`src/rtl/hazard_stall_ctrl_pkg.sv`:
```
// ----------------------------------------------------------------------------
// hazard_stall_ctrl_pkg
//   Shared encodings and defaults for the decode-stage stall controller.
//   - Tuse/Tnew are 2-bit cycle counts; TUSE_NONE marks an unused source.
//   - Default mult/div occupancy windows.
//   - src_hazard(): RAW check of one D-stage source against the E and M
//     destination registers.
// ----------------------------------------------------------------------------
package hazard_stall_ctrl_pkg;

    localparam logic [1:0] TUSE_NONE = 2'd3;
    localparam logic [4:0] REG_ZERO  = 5'd0;

    localparam int unsigned MULT_LAT_DEF = 5;
    localparam int unsigned DIV_LAT_DEF  = 10;

    // A source stalls when a pending producer will not have its result ready
    // by the time the D instruction consumes it. TUSE_NONE (3) can never be
    // below a 2-bit Tnew, so unused sources drop out naturally.
    function automatic logic src_hazard(
        input logic [4:0] src,
        input logic [1:0] tuse,
        input logic [4:0] e_wa,
        input logic [1:0] e_tnew,
        input logic [4:0] m_wa,
        input logic [1:0] m_tnew
    );
        logic w_e_hit;
        logic w_m_hit;
        w_e_hit = (src == e_wa) && (tuse < e_tnew);
        w_m_hit = (src == m_wa) && (tuse < m_tnew);
        return (src != REG_ZERO) && (w_e_hit || w_m_hit);
    endfunction

endpackage

```
`src/rtl/hazard_stall_ctrl_md_busy_timer.sv`:
```
// ----------------------------------------------------------------------------
// hazard_stall_ctrl_md_busy_timer
//   Tracks the multiply/divide unit occupancy window. A start loads the
//   operation latency; the counter then counts down to zero.
//   Ports:
//     i_clk       rising-edge clock
//     i_reset     asynchronous active-low reset
//     i_md_start  mult/div issues this cycle
//     i_md_is_div 1 = div, 0 = mult (qualifies i_md_start)
//     o_md_busy   unit occupied (counter nonzero)
// ----------------------------------------------------------------------------
module hazard_stall_ctrl_md_busy_timer
    import hazard_stall_ctrl_pkg::*;
#(
    parameter int unsigned MULT_LAT = MULT_LAT_DEF,
    parameter int unsigned DIV_LAT  = DIV_LAT_DEF
) (
    input  logic i_clk,
    input  logic i_reset,
    input  logic i_md_start,
    input  logic i_md_is_div,
    output logic o_md_busy
);

    localparam int unsigned MAX_LAT = (DIV_LAT > MULT_LAT) ? DIV_LAT : MULT_LAT;
    localparam int unsigned BW      = (MAX_LAT < 1) ? 1 : $clog2(MAX_LAT + 1);

    logic [BW-1:0] r_count;

    // A start while already busy simply reloads; the pipeline never issues one.
    always_ff @(posedge i_clk or negedge i_reset) begin
        if (!i_reset) begin
            r_count <= '0;
        end else if (i_md_start) begin
            r_count <= i_md_is_div ? BW'(DIV_LAT) : BW'(MULT_LAT);
        end else if (r_count != '0) begin
            r_count <= r_count - BW'(1);
        end
    end

    assign o_md_busy = (r_count != '0);

endmodule

```
`src/rtl/hazard_stall_ctrl.sv`:
```
// ----------------------------------------------------------------------------
// hazard_stall_ctrl
//   Decode-stage stall/redirect controller for the 5-stage pipeline.
//   Compares D-stage Tuse against E/M-stage Tnew, tracks the mult/div busy
//   window, and drives PC/IF-ID enables, the ID/EX bubble and the redirect.
//   Ports:
//     i_clk, i_reset           clock, asynchronous active-low reset
//     i_d_rs/rt, i_d_tuse_*    D-stage sources and their Tuse
//     i_d_is_md                D instr touches HI/LO or starts mult/div
//     i_d_br_valid/target      D-stage taken redirect
//     i_e_wa/tnew, i_m_wa/tnew E/M destination and Tnew
//     i_md_start, i_md_is_div  E-stage mult/div issue
//     o_pc_en, o_fd_en         PC and IF/ID enables
//     o_de_flush               bubble into ID/EX
//     o_npc_valid, o_npc       gated redirect
//     o_md_busy                mult/div unit occupied
//     o_stall_cnt              saturating count of stalled cycles
// ----------------------------------------------------------------------------
module hazard_stall_ctrl
    import hazard_stall_ctrl_pkg::*;
#(
    parameter int unsigned MULT_LAT = MULT_LAT_DEF,
    parameter int unsigned DIV_LAT  = DIV_LAT_DEF,
    parameter int unsigned CNT_W    = 32
) (
    input  logic             i_clk,
    input  logic             i_reset,
    input  logic [4:0]       i_d_rs,
    input  logic [4:0]       i_d_rt,
    input  logic [1:0]       i_d_tuse_rs,
    input  logic [1:0]       i_d_tuse_rt,
    input  logic             i_d_is_md,
    input  logic             i_d_br_valid,
    input  logic [31:0]      i_d_br_target,
    input  logic [4:0]       i_e_wa,
    input  logic [1:0]       i_e_tnew,
    input  logic [4:0]       i_m_wa,
    input  logic [1:0]       i_m_tnew,
    input  logic             i_md_start,
    input  logic             i_md_is_div,
    output logic             o_pc_en,
    output logic             o_fd_en,
    output logic             o_de_flush,
    output logic             o_npc_valid,
    output logic [31:0]      o_npc,
    output logic             o_md_busy,
    output logic [CNT_W-1:0] o_stall_cnt
);

    logic             w_rs_haz;
    logic             w_rt_haz;
    logic             w_md_haz;
    logic             w_stall;
    logic             w_md_busy;
    logic [CNT_W-1:0] r_stall_cnt;

    hazard_stall_ctrl_md_busy_timer #(
        .MULT_LAT (MULT_LAT),
        .DIV_LAT  (DIV_LAT)
    ) u_md_busy_timer (
        .i_clk       (i_clk),
        .i_reset     (i_reset),
        .i_md_start  (i_md_start),
        .i_md_is_div (i_md_is_div),
        .o_md_busy   (w_md_busy)
    );

    assign w_rs_haz = src_hazard(i_d_rs, i_d_tuse_rs, i_e_wa, i_e_tnew, i_m_wa, i_m_tnew);
    assign w_rt_haz = src_hazard(i_d_rt, i_d_tuse_rt, i_e_wa, i_e_tnew, i_m_wa, i_m_tnew);
    // md_start covers the issue cycle, before the busy counter has loaded.
    assign w_md_haz = i_d_is_md && (w_md_busy || i_md_start);
    assign w_stall  = w_rs_haz || w_rt_haz || w_md_haz;

    always_ff @(posedge i_clk or negedge i_reset) begin
        if (!i_reset) begin
            r_stall_cnt <= '0;
        end else if (w_stall && (r_stall_cnt != '1)) begin
            r_stall_cnt <= r_stall_cnt + CNT_W'(1);
        end
    end

    // Redirect is suppressed while stalled; the branch re-resolves on release.
    assign o_pc_en     = !w_stall;
    assign o_fd_en     = !w_stall;
    assign o_de_flush  = w_stall;
    assign o_npc_valid = i_d_br_valid && !w_stall;
    assign o_npc       = i_d_br_target;
    assign o_md_busy   = w_md_busy;
    assign o_stall_cnt = r_stall_cnt;

endmodule
```
`config.mk`:
```
export PLATFORM = sky130hd
export DESIGN_NAME = hazard_stall_ctrl
export DESIGN_NICKNAME = d
export VERILOG_FILES = /design/src/rtl/hazard_stall_ctrl_pkg.sv /design/src/rtl/hazard_stall_ctrl_md_busy_timer.sv /design/src/rtl/hazard_stall_ctrl.sv
export SDC_FILE = /design/constraint.sdc
export NUM_CORES = 1
export LEC_CHECK = 0
export ABC_AREA = 1
export CORE_ASPECT_RATIO = 2
export CORE_UTILIZATION = 26
export CTS_BUF_LIST = sky130_fd_sc_hd__clkbuf_8 sky130_fd_sc_hd__clkbuf_16
export CTS_CLUSTER_DIAMETER = 40
export DETAILED_ROUTE_END_ITERATION = 8
export PLACE_DENSITY = 0.51
export SYNTH_ARGS = -nofsm -noshare
export SYNTH_HDL_FRONTEND = slang
export SYNTH_SLANG_ARGS = --single-unit
```
`constraint.sdc`:
```
create_clock -name i_clk -period 5.73 [get_ports i_clk]
set_input_delay 1.146 -clock i_clk [delete_from_list [all_inputs] [get_ports i_clk]]
set_output_delay 1.146 -clock i_clk [all_outputs]
set_load 0.02 [all_outputs]
```
== After elaboration in Yosys (flattened, before gate mapping) ==
Cells that the tools add are included.

* Bits in registers: 36
* Output and inout bits: 69
* Logic and storage cells: 35

* Add/sub/neg operators: 2
* Magnitude comparators: 4
* Equal/unequal tests: 5
* Mux-type cells: 3
* Reduce and logical (&&, ||, !) cells: 19

{| class="wikitable"
|+ Operators with widths
! kind !! number
|-
| 32-bit by 1-bit adder with 32-bit output, second input constant || 1
|-
| 32-bit inequality test, second input constant || 1
|-
| 5-bit equality test || 4
|-
| 4-bit 2-to-1 mux || 3
|-
| 5-bit nonzero test || 2
|-
| 1-bit logical AND || 9
|-
| 2-bit less-than comparator || 4
|-
| 1-bit logical OR || 5
|-
| 4-bit nonzero test || 1
|-
| 4-bit by 1-bit subtractor with 4-bit output, second input constant || 1
|-
| 2-bit nonzero test || 1
|-
| 1-bit zero test || 1
|}

== Depth between registers and ports, before layout ==
Gate-level depths: netlist of run 1.

* Word-level depth: 8
* Mapped depth: 14
* Mapped depth without buffers: 13

== Cells and area by module ==
From an unflattened synthesis of run 1, not the netlist that was laid out.

* Cell total of the unflattened synthesis: 495
* Area total of the unflattened synthesis: 3148.0 µm²

{| class="wikitable"
|+ By module, submodules not included
! module !! instances !! cells an instance !! area an instance (µm²)
|-
| hazard_stall_ctrl || 1 || 464 || 2901.5
|-
| hazard_stall_ctrl_md_busy_timer || 1 || 31 || 246.5
|}

== Least setup slack after synthesis of run 1 ==
Ideal clock, no wire load.

* Kind: in2out
* Start: input i_e_tnew[1]
* End: output o_pc_en
* Arrival: 2536 ps
* Path slack: 2048 ps
* Cell stages on the path: 11
* Buffers on the path: 2
* Cell sequence: inv_1 -> ha_1 -> a21boi_0 -> nor2_1 -> nand3_1 -> nand2_1 -> nand2_1 -> nand3_2 -> buf_2 -> inv_1 -> buf_4

* Word-level cells in the longest chain between the ends: 7
* Elaborated cells between the ends (all ways): 11

{| class="wikitable"
|+ RTL lines
! element !! RTL line !! RTL
|-
| from (decl) || hazard_stall_ctrl.sv:36 || <nowiki>input logic [1:0] i_e_tnew,</nowiki>
|-
| 2-bit less-than comparator || hazard_stall_ctrl_pkg.sv:30 || <nowiki>w_e_hit = (src == e_wa) && (tuse < e_tnew);</nowiki>
|-
| 1-bit logical AND || hazard_stall_ctrl_pkg.sv:30 ||
|-
| 1-bit logical OR || hazard_stall_ctrl_pkg.sv:32 || <nowiki>return (src != REG_ZERO) && (w_e_hit || w_m_hit);</nowiki>
|-
| 1-bit logical AND || hazard_stall_ctrl_pkg.sv:32 ||
|-
| 1-bit logical OR * (2 in a row) || hazard_stall_ctrl.sv:72 || <nowiki>assign w_stall = w_rs_haz || w_rt_haz || w_md_haz;</nowiki>
|-
| net o_de_flush || hazard_stall_ctrl.sv:43 || <nowiki>output logic o_de_flush,</nowiki>
|-
| 1-bit zero test * || - ||
|-
| to (decl) || hazard_stall_ctrl.sv:41 || <nowiki>output logic o_pc_en,</nowiki>
|}

Mark *: on every way through the listed nets, which the timed path passes. The rest lies on a longest branch.

== Worst setup path in the final report of run 1 ==
* Start: input i_e_tnew[1]
* End: output o_npc_valid

* Word-level cells in the longest chain between the ends: 8
* Elaborated cells between the ends (all ways): 12

{| class="wikitable"
|+ RTL lines
! element !! RTL line !! RTL
|-
| 2-bit less-than comparator || hazard_stall_ctrl_pkg.sv:30 ||
|-
| 1-bit logical AND || hazard_stall_ctrl_pkg.sv:30 ||
|-
| 1-bit logical OR || hazard_stall_ctrl_pkg.sv:32 ||
|-
| 1-bit logical AND || hazard_stall_ctrl_pkg.sv:32 ||
|-
| 1-bit logical OR * (2 in a row) || hazard_stall_ctrl.sv:72 ||
|-
| 1-bit zero test * || hazard_stall_ctrl.sv:86 || <nowiki>assign o_npc_valid = i_d_br_valid && !w_stall;</nowiki>
|-
| 1-bit logical AND * || hazard_stall_ctrl.sv:86 ||
|-
| to (decl) || hazard_stall_ctrl.sv:44 || <nowiki>output logic o_npc_valid,</nowiki>
|}

Every way passes the cells marked *; elsewhere a longest branch is shown, timed or not.

==> metrics.md, run 1 <==
| Metric | Value |
|---|---|
| Max Fclk | `231 MHz` |
| Synth cell count leaders | `nand2_1 (175), inv_1 (55), nor2_1 (53), dfrtp_1 (36), buf_4 (35)` |
| Wire per inst | `13.8 µm` |
| Crit path DAT | `3180 ps` |
| Hold Buf Count CTS | `0` |
| First-pass GRT wire length | `14700 µm` |
| Final hold slack | `532 ps` |
| Core ar. | `12100 µm²` |
| Most common cell in the synthesized netlist | `nand2_1` |
| CP Capture Type | `output port` |
| Final Cycle Share | `75.5%` |
| H-Tree Depth | `2` |
| Ys async rst share | `100%` |
| Routability Congestion | `0.917` |
| Cell Area, Synth | `3210 µm²` |
| Seq/Total Area, Yosys | `28.1%` |
| FF/Latch Area | `901 µm²` |
| CTS tree | `done` |
| DRT iter0 DRCs | `143` |
| Setup Buffers After CTS | `0` |
| Grt ovf | `0` |
| Clock Sink Count | `36` |
| Die W | `80.5 µm` |
| Final min period | `4320 ps` |
| Synth unique cells | `27` |
| Share of cells above drive strength 1 | `6.51%` |
| Synth area leaders | `dfrtp_1 (28%), nand2_1 (20%), buf_4 (8.2%)` |
| Flops & latches, synth | `36` |
| Site Rows | `57` |
| CP max FO | `4` |
| Worst setup SP type | `primary input` |
| Top_reg_cell synth | `dfrtp_1` |
| EDFF count, synth | `0` |
| Antenna violations before repair | `0` |
| Largest net degree at the start of global routing | `40` |
| Nets | `595` |
| CTS Buf Count | `5` |
| MaxCap Viol Count | `0` |
| Dpl hpwl | `7460 µm` |
| # setup viols final | `0` |
| Die area | `12800 µm²` |
| FILL cells | `1320` |
| Synth area leader | `dfrtp_1` |
| Via count | `3046` |
| Min-delay worst type | `reg2reg` |
| DR DRC count | `0` |
| Total negative setup slack | `0 ps` |
| Initial Util | `26.6%` |
| Number of global-route vias before repair | `3093` |
| Synthesized area per cell | `6.60 µm²` |
| Mapped Nets | `559` |
| Worst Setup Path Type | `in2out` |
| Area taken by multi-input logic gates | `1770 µm²` |
| Max IR drop VDD | `160 µV` |
| CTS Buffer Depth | `2` |
| Cell count after synthesis | `486` |
| GRT Total Usage | `15.4%` |
| Post-cts resize count | `0` |
| Worst path required time | `4580 ps` |
| Routed WL | `9240 µm` |
| Synth warnings | `0` |
| Die Height | `159 µm` |
| Outcome | `completed` |
| LEAKAGE | `1.85 nW` |
| Worst-margin pin slew | `824 ps` |
| Unrepaired setup endpoints after global routing | `no` |
| # IOs | `135` |
| Drt via density | `4.55` |
| Drt first pass iters | `4` |
| Root buf cell | `clkbuf_16` |
| Port Buffers | `70` |
| Reg clk slew, reported paths | `50 ps` |
| Top-area cell type share of the netlist area | `28.1%` |
| Final Hold Violating Endpoints | `0` |
| Fin. max-slew vios | `0` |
| Syn-to-layout area delta | `22.0%` |
| Inserted Diodes | `0` |
| Headroom to the max-slew limit | `45.1%` |
| Pwr Density | `206 nW/µm²` |
| Worst-Skew Late Latency | `290 ps` |
| Final worst clock skew | `3.11 ps` |
| Antenna viol nets, final | `0` |
cell families (layout without fill, tap and decap cells):
group                      Yosys count  in the layout  synth area share [%]
DFF                                 36             36                  28.1
buffers and inverters              100            136                  16.7
and+or+nand+nor                    302            302                  42.5
adders and majority gates            7              7                  2.73
AOI/OAI and AO/OA                   12             12                  2.11
xor gates and xnor gates            29             29                  7.92
flip-flops by register name, indices dropped and copies added (netlist names):
| register | flops |
|---|---|
| u_md_busy_timer.r_count | 4 |
| o_stall_cnt | 32 |
cell type report:
type	count	share of cell area [%]
clock inverter	2	0.224
clock buffer	5	3.20
inverter	58	5.57
sequential	36	23.0
multi-input combinational	350	45.3
tap	147	4.70
timing repair buffer	71	18.0
critical path: stages:
cell,delay (ps)
clkdlybuf4s50_1,450
inv_1,50
ha_1,260
a21boi_0,170
nor2_1,60
nand3_1,80
nand2_1,50
nand2_1,70
nand3_2,130
nor2_1,100
clkdlybuf4s50_1,610
power by group:
part | total (mW) | internal, mW | switching (mW) | leakage [nW]
sequential | 0.314 | 0.278 | 0.0360 | 0.488
combinational | 0.231 | 0.102 | 0.129 | 1.29
clock | 0.260 | 0.156 | 0.104 | 0.0709
layer usage:
| layer | track usage [%] | wire [µm] | vias to the layer above |
|---|---|---|---|
| met2 | 30.6 | 5360 | 102 |
| met1 | 12.0 | 2780 | 1363 |
| met4 | 12.7 | 677 | 0 |
| met5 | 0 | 0 | - |
| li1 | - | - | 1535 |
| met3 | 2.06 | 416 | 46 |
cell usage in the layout (no fill, tap or decap):
cell type	n
ha_1	7
nor3b_1	1
clkbuf_16	5
nor2_1	53
inv_2	3
o211ai_1	1
clkdlybuf4s50_1	69
dfrtp_1	36
xnor2_1	13
inv_1	56
nand4_1	3
clkinv_2	1
a21boi_0	2
nand3_2	14
o21ai_0	7
buf_2	1
xor2_1	16
nand3b_1	2
nand3b_4	1
nand3_1	32
a21oi_1	2
buf_4	1
nor3_2	1
nor3_4	1
nor2_4	2
nor3_1	13
nand2_1	175
nand2_4	1
nand2_2	3
stage by stage:
stage	power [mW]	instances	utilization [%]	area, µm²	setup slack [ps]
2_1_floorplan	0.476	486	-	3210	2050
3_3_place_gp	0.549	662	31.3	3780	1390
3_5_place_dp	0.552	662	31.3	3780	1370
4_1_cts	0.817	669	32.4	3910	1370
5_1_grt	0.851	669	32.4	3910	1280
6_report	0.804	669	32.4	3910	1410
worst paths after layout:
kind / from / to / slack (ps) / depth (start not counted)
worst min register to register: o_stall_cnt[31] / o_stall_cnt[31] / 530 / 2
worst min-delay path: o_stall_cnt[31] / o_stall_cnt[31] / 530 / 2
worst max register to register: o_stall_cnt[0] / o_stall_cnt[21] / 3300 / 9
worst max-delay path: i_e_tnew[1] / o_npc_valid / 1410 / 11
min in group asynchronous: i_reset / o_stall_cnt[14] / 960 / 1
max in group asynchronous: i_reset / o_stall_cnt[29] / 4250 / 1
(Power assumes the default switching activity.)
==> run 2: changes to the inputs <==
- clock period: 5.73 -> 4.5 ns (I/O delays scaled with it)
==> run 2 against run 1 <==
Net effect:
- setup slack worse by 730 ps
- sequential power increased by 27%
- critical path type unchanged
- utilization up 0.10 points
- worst hold slack better by 2.1 ps
- largest cell class unchanged
- final area up 0.32%
- critical path depth is the same
- via count increased by 1.5%
- power grew 30%
==> metrics.md, run 2 (same netlist as run 1, synthesis figures left out) <==
| Metric | Value |
|---|---|
| Syn-to-layout area delta | `22.4%` |
| Dpl hpwl | `7530 µm` |
| Final Cycle Share | `84.9%` |
| Slowest-stage cell, CP | `clkdlybuf4s50_1` |
| Routability Congestion | `0.919` |
| Max Fclk | `262 MHz` |
| Die Height | `159 µm` |
| CP Launch Point | `i_e_tnew[1]` |
| Largest net degree at the start of global routing | `40` |
| Final min period | `3820 ps` |
| Headroom to the max-slew limit | `44.0%` |
| Die area | `12800 µm²` |
| Share of cells above drive strength 1 | `6.50%` |
| Reg clk slew, reported paths | `50 ps` |
| Routed WL | `9390 µm` |
| Met3 Resource Use GR | `2.01%` |
| Core ar. | `12100 µm²` |
| Reg2reg start | `o_stall_cnt[0]` |
| CP max stage delay | `610 ps` |
| Reg2Reg Depth | `9` |
| Non-filler cells, final | `670` |
| Design Power | `1.05 mW` |
| Worst setup SP type | `primary input` |
| MaxCap Viol Count | `0` |
| Drt first pass iters | `4` |
| Nets | `595` |
| Pwr Density | `267 nW/µm²` |
| Hold Buf Count CTS | `0` |
| Inserted Diodes | `0` |
| Cell area after layout | `3920 µm²` |
| First-pass GRT wire length | `15000 µm` |
| Crit path DAT | `2920 ps` |
| # setup viols final | `0` |
| Setup Buffers After CTS | `0` |
| GRT Total Usage | `15.6%` |
| Worst-Skew Late Latency | `290 ps` |
| Fin. max-slew vios | `0` |
| CTS Buf Count | `5` |
| CP Capture Type | `output port` |
| Site Rows | `57` |
| Drt via density | `4.62` |
| WHS Path Cells | `2` |
| GR Layer Usage met1 | `12.8%` |
| H-Tree Depth | `2` |
| Largest register FFs | `32` |
| Busiest grt layer | `met2` |
| Commonest non-fill, non-tap cell in the layout | `nand2_1` |
| Worst path required time | `3600 ps` |
| Worst Setup Path Type | `in2out` |
| Min-delay worst type | `reg2reg` |
| CP max FO | `4` |
| Most frequent cells in the layout | `nand2_1 (175), clkdlybuf4s50_1 (69), inv_1 (57), nor2_1 (53), dfrtp_1 (36)` |
| # IOs | `135` |
| Post-cts resize count | `0` |
| CTS tree | `done` |
| Final Hold Violating Endpoints | `0` |
| Initial Util | `26.6%` |
| Final worst clock skew | `1.51 ps` |
| Via count | `3093` |
| Antenna viol nets, final | `0` |
| Antenna violations before repair | `0` |
| Reg2reg end | `o_stall_cnt[7]` |
| Dpl cells | `662` |
| Die W | `80.5 µm` |
| Max IR drop VDD | `163 µV` |
| Worst-margin pin slew | `839 ps` |
| CTS Buffer Depth | `2` |
| Number of global-route vias before repair | `3155` |
| R2R Setup Slk | `2080 ps` |
| LEAKAGE | `1.86 nW` |
| Port Buffers | `70` |
| Grt met2 use | `30.0%` |
| Total negative setup slack | `0 ps` |
| Area post-placement | `3780 µm²` |
| DR DRC count | `0` |
| Clock Sink Count | `36` |
| Critical-path cell list | `clkdlybuf4s50_1, inv_1, ha_1, a21boi_0, nor2_1, nand3_1, nand2_1, nand2_1, nand3_2, nor2_1, clkdlybuf4s50_1` |
| Root buf cell | `clkbuf_16` |
| Hold_sp | `o_stall_cnt[31]` |
| Unrepaired setup endpoints after global routing | `no` |
| Grt ovf | `0` |
| Wire per inst | `14.0 µm` |
| DRT iter0 DRCs | `116` |
| Outcome | `completed` |
| Worst min-delay path endpoint | `o_stall_cnt[31]` |
-- run 2: cell types whose count changed in the layout (fill, tap and decap cells not counted) --
cell and change:
clkbuf_8 +1, clkinv_2 -1, inv_1 +1
-- run 2: layout make-up --
type / instances / area [µm²]
Fill cell: 1309 / 8130
Multi-Input combinational cell: 350 / 1770
Sequential cell: 36 / 901
Timing Repair Buffer: 71 / 703
Inverter: 58 / 218
Tap cell: 147 / 184
Clock buffer: 6 / 139
Clock inverter: 2 / 7.51
-- run 2: report_power, final --
part,internal (mW),total (mW),switching [mW]
Clock,0.216,0.353,0.136
Sequential,0.353,0.399,0.0459
Combinational,0.130,0.294,0.165
-- run 2: critical path, delay by kind of cell --
| kind | cells | cell delay (ps) |
|---|---|---|
| buffers and inverters | 3 | 1110 |
| and+or+nand+nor | 6 | 490 |
| adders and majority gates | 1 | 260 |
| AOI/OAI and AO/OA | 1 | 160 |
-- run 2: metrics by stage --
stage	worst slack [ps]	hold slack [ps]	util, %
CTS	639	539	32.5
detailed placement	637	522	31.3
global route	552	564	32.5
finish	677	534	32.5
global placement	649	507	31.3
floorplan	1310	545	-
-- run 2: worst max-delay path by stage --
stage | end | slack (ps) | depth (start not counted)
final | o_npc_valid | 680 | 11
after global routing | o_npc_valid | 550 | 11
after detailed placement | o_npc_valid | 640 | 11
after global placement | o_npc_valid | 650 | 11
after CTS | o_npc_valid | 640 | 11
after floorplan | o_pc_en | 1310 | 11
-- run 2: routing by layer --
metal	vias up	routed length, µm	part of all wire, %
met2	114	5280	56
li1	1535	-	-
met4	0	804	8.6
met1	1393	2880	31
met5	-	0	0
met3	51	422	4.5
==> run 3: changes to the inputs <==
- PLACE_DENSITY: 0.51 -> 0.53
- clock period: 4.5 -> 3.2 ns (I/O delays scaled with it)
==> run 3 against run 2 <==
Net effect:
- power increased by 46%
- clock skew increased by 2.6 ps
- combinational power increased by 39%
- sequential power increased by 41%
- non-clock buffer count unchanged
- utilization increased by 0.10 points
- critical endpoint unchanged
- clock-buffer cell count decreased by 1
- die area unchanged
==> metrics.md, run 3 (same netlist as run 1, synthesis figures left out) <==
| Metric | Value |
|---|---|
| Antenna viol nets, final | `0` |
| LEAKAGE | `1.87 nW` |
| Initial Util | `26.6%` |
| First-pass GRT wire length | `15200 µm` |
| Grt ovf | `0` |
| Min-delay worst type | `in2async` |
| CP Capture Type | `output port` |
| # IOs | `135` |
| Syn-to-layout area delta | `22.8%` |
| CP max stage delay | `460 ps` |
| Most frequent cells in the layout | `nand2_1 (175), clkdlybuf4s50_1 (65), inv_1 (56), nor2_1 (53), dfrtp_1 (36)` |
| Port Buffers | `70` |
| Outcome | `completed` |
| Largest net degree at the start of global routing | `40` |
| Final min period | `3050 ps` |
| Clock Sink Count | `36` |
| Dpl hpwl | `7690 µm` |
| Worst-margin pin slew | `859 ps` |
| CTS Buffer Depth | `2` |
| Crit path buffers/inverters | `3` |
| Routed WL | `9450 µm` |
| Non-filler cells, final | `670` |
| Worst-Skew Late Latency | `280 ps` |
| Via count | `3127` |
| Final worst clock skew | `4.12 ps` |
| # setup viols final | `0` |
| CP max FO | `4` |
| DR DRC count | `0` |
| Fin. max-slew vios | `0` |
| Final Cycle Share | `95.3%` |
| Max IR drop VDD | `260 µV` |
| Unrepaired setup endpoints after global routing | `no` |
| Crit path DAT | `2410 ps` |
| Number of global-route vias before repair | `3147` |
| Worst path required time | `2560 ps` |
| Hold Buf Count CTS | `0` |
| Dpl cells | `662` |
| Root buf cell | `clkbuf_16` |
| Wire per inst | `14.1 µm` |
| Largest register FFs | `32` |
| Worst setup SP type | `primary input` |
| Core ar. | `12100 µm²` |
| Site Rows | `57` |
| Drt via density | `4.67` |
| Die Height | `159 µm` |
| Final Hold Violating Endpoints | `0` |
| CTS Buf Count | `5` |
| Drt first pass iters | `4` |
| H-Tree Depth | `2` |
| Nets | `595` |
| Pwr Density | `389 nW/µm²` |
| Headroom to the max-slew limit | `42.8%` |
| Antenna violations before repair | `0` |
| DRT iter0 DRCs | `99` |
| Reg clk slew, reported paths | `60 ps` |
| Post-cts resize count | `4` |
| Die area | `12800 µm²` |
| Setup Buffers After CTS | `0` |
| Final hold slack | `464 ps` |
| Inserted Diodes | `0` |
| Crit path max-delay family | `buffers and inverters` |
| Share of cells above drive strength 1 | `6.69%` |
| Critical-path cell list | `clkdlybuf4s50_1, inv_1, ha_1, a21boi_0, nor2_1, nand3_1, nand2_1, nand2_1, nand3_2, nor2_1, dlygate4sd2_1` |
| CTS tree | `done` |
| Worst Setup Path Type | `in2out` |
| Slowest-stage cell, CP | `clkdlybuf4s50_1` |
| Die W | `80.5 µm` |
| MaxCap Viol Count | `0` |
| GRT Total Usage | `15.5%` |
| Max Fclk | `328 MHz` |
| Commonest non-fill, non-tap cell in the layout | `nand2_1` |
| Routability Congestion | `1.00` |
run 3: cell count changes in the layout (fill, tap and decap cells not counted):
cell,before,now
bufinv_16,0,1
clkbuf_8,1,0
clkdlybuf4s50_1,69,65
clkinv_2,0,1
dlygate4sd2_1,0,4
inv_1,57,56
run 3: per-stage QoR:
step / utilization, % / total power, mW / worst slack [ps] / area [µm²] / setup TNS [ps]
2_1_floorplan: - / 0.853 / 530 / 3210 / 0
3_3_place_gp: 31.3 / 0.981 / -125 / 3780 / -343
3_5_place_dp: 31.3 / 0.992 / -163 / 3780 / -480
4_1_cts: 32.6 / 1.55 / 118 / 3940 / 0
5_1_grt: 32.6 / 1.61 / 0.158 / 3940 / 0
6_report: 32.6 / 1.53 / 151 / 3940 / 0
run 3: report_power, final:
part	internal, mW	leakage, nW	switching (mW)
combinational	0.178	1.30	0.233
sequential	0.497	0.488	0.0676
clock	0.363	0.0850	0.192
run 3: final cells by class:
cell class / count / area [µm²]
fillers: 1286 / 8120
multi-input cells: 350 / 1770
flip-flops and latches: 36 / 901
repair buffers: 71 / 698
inverters: 58 / 218
well taps: 147 / 184
clock buffers: 5 / 125
clock inverters: 3 / 38.8
run 3: path summary, 6_finish.rpt:
path	end	slack, ps	cells past startpoint	start
hold reg to reg	o_stall_cnt[22]	550	2	o_stall_cnt[22]
min in group i_clk	o_stall_cnt[22]	550	2	o_stall_cnt[22]
max in group asynchronous	u_md_busy_timer.r_count[3]	2190	1	i_reset
hold / removal	o_stall_cnt[14]	460	1	i_reset
setup / recovery	o_npc_valid	150	11	i_e_tnew[1]
setup reg to reg	o_stall_cnt[0]	750	9	o_stall_cnt[0]
run 3: metal layers:
metal  vias up  wire length, µm  GRT usage, %
met4         0              773          13.0
li1       1535                -             -
met3        42              401          1.95
met5         -                0             0
met1      1437             2960          13.2
met2       113             5310          29.7
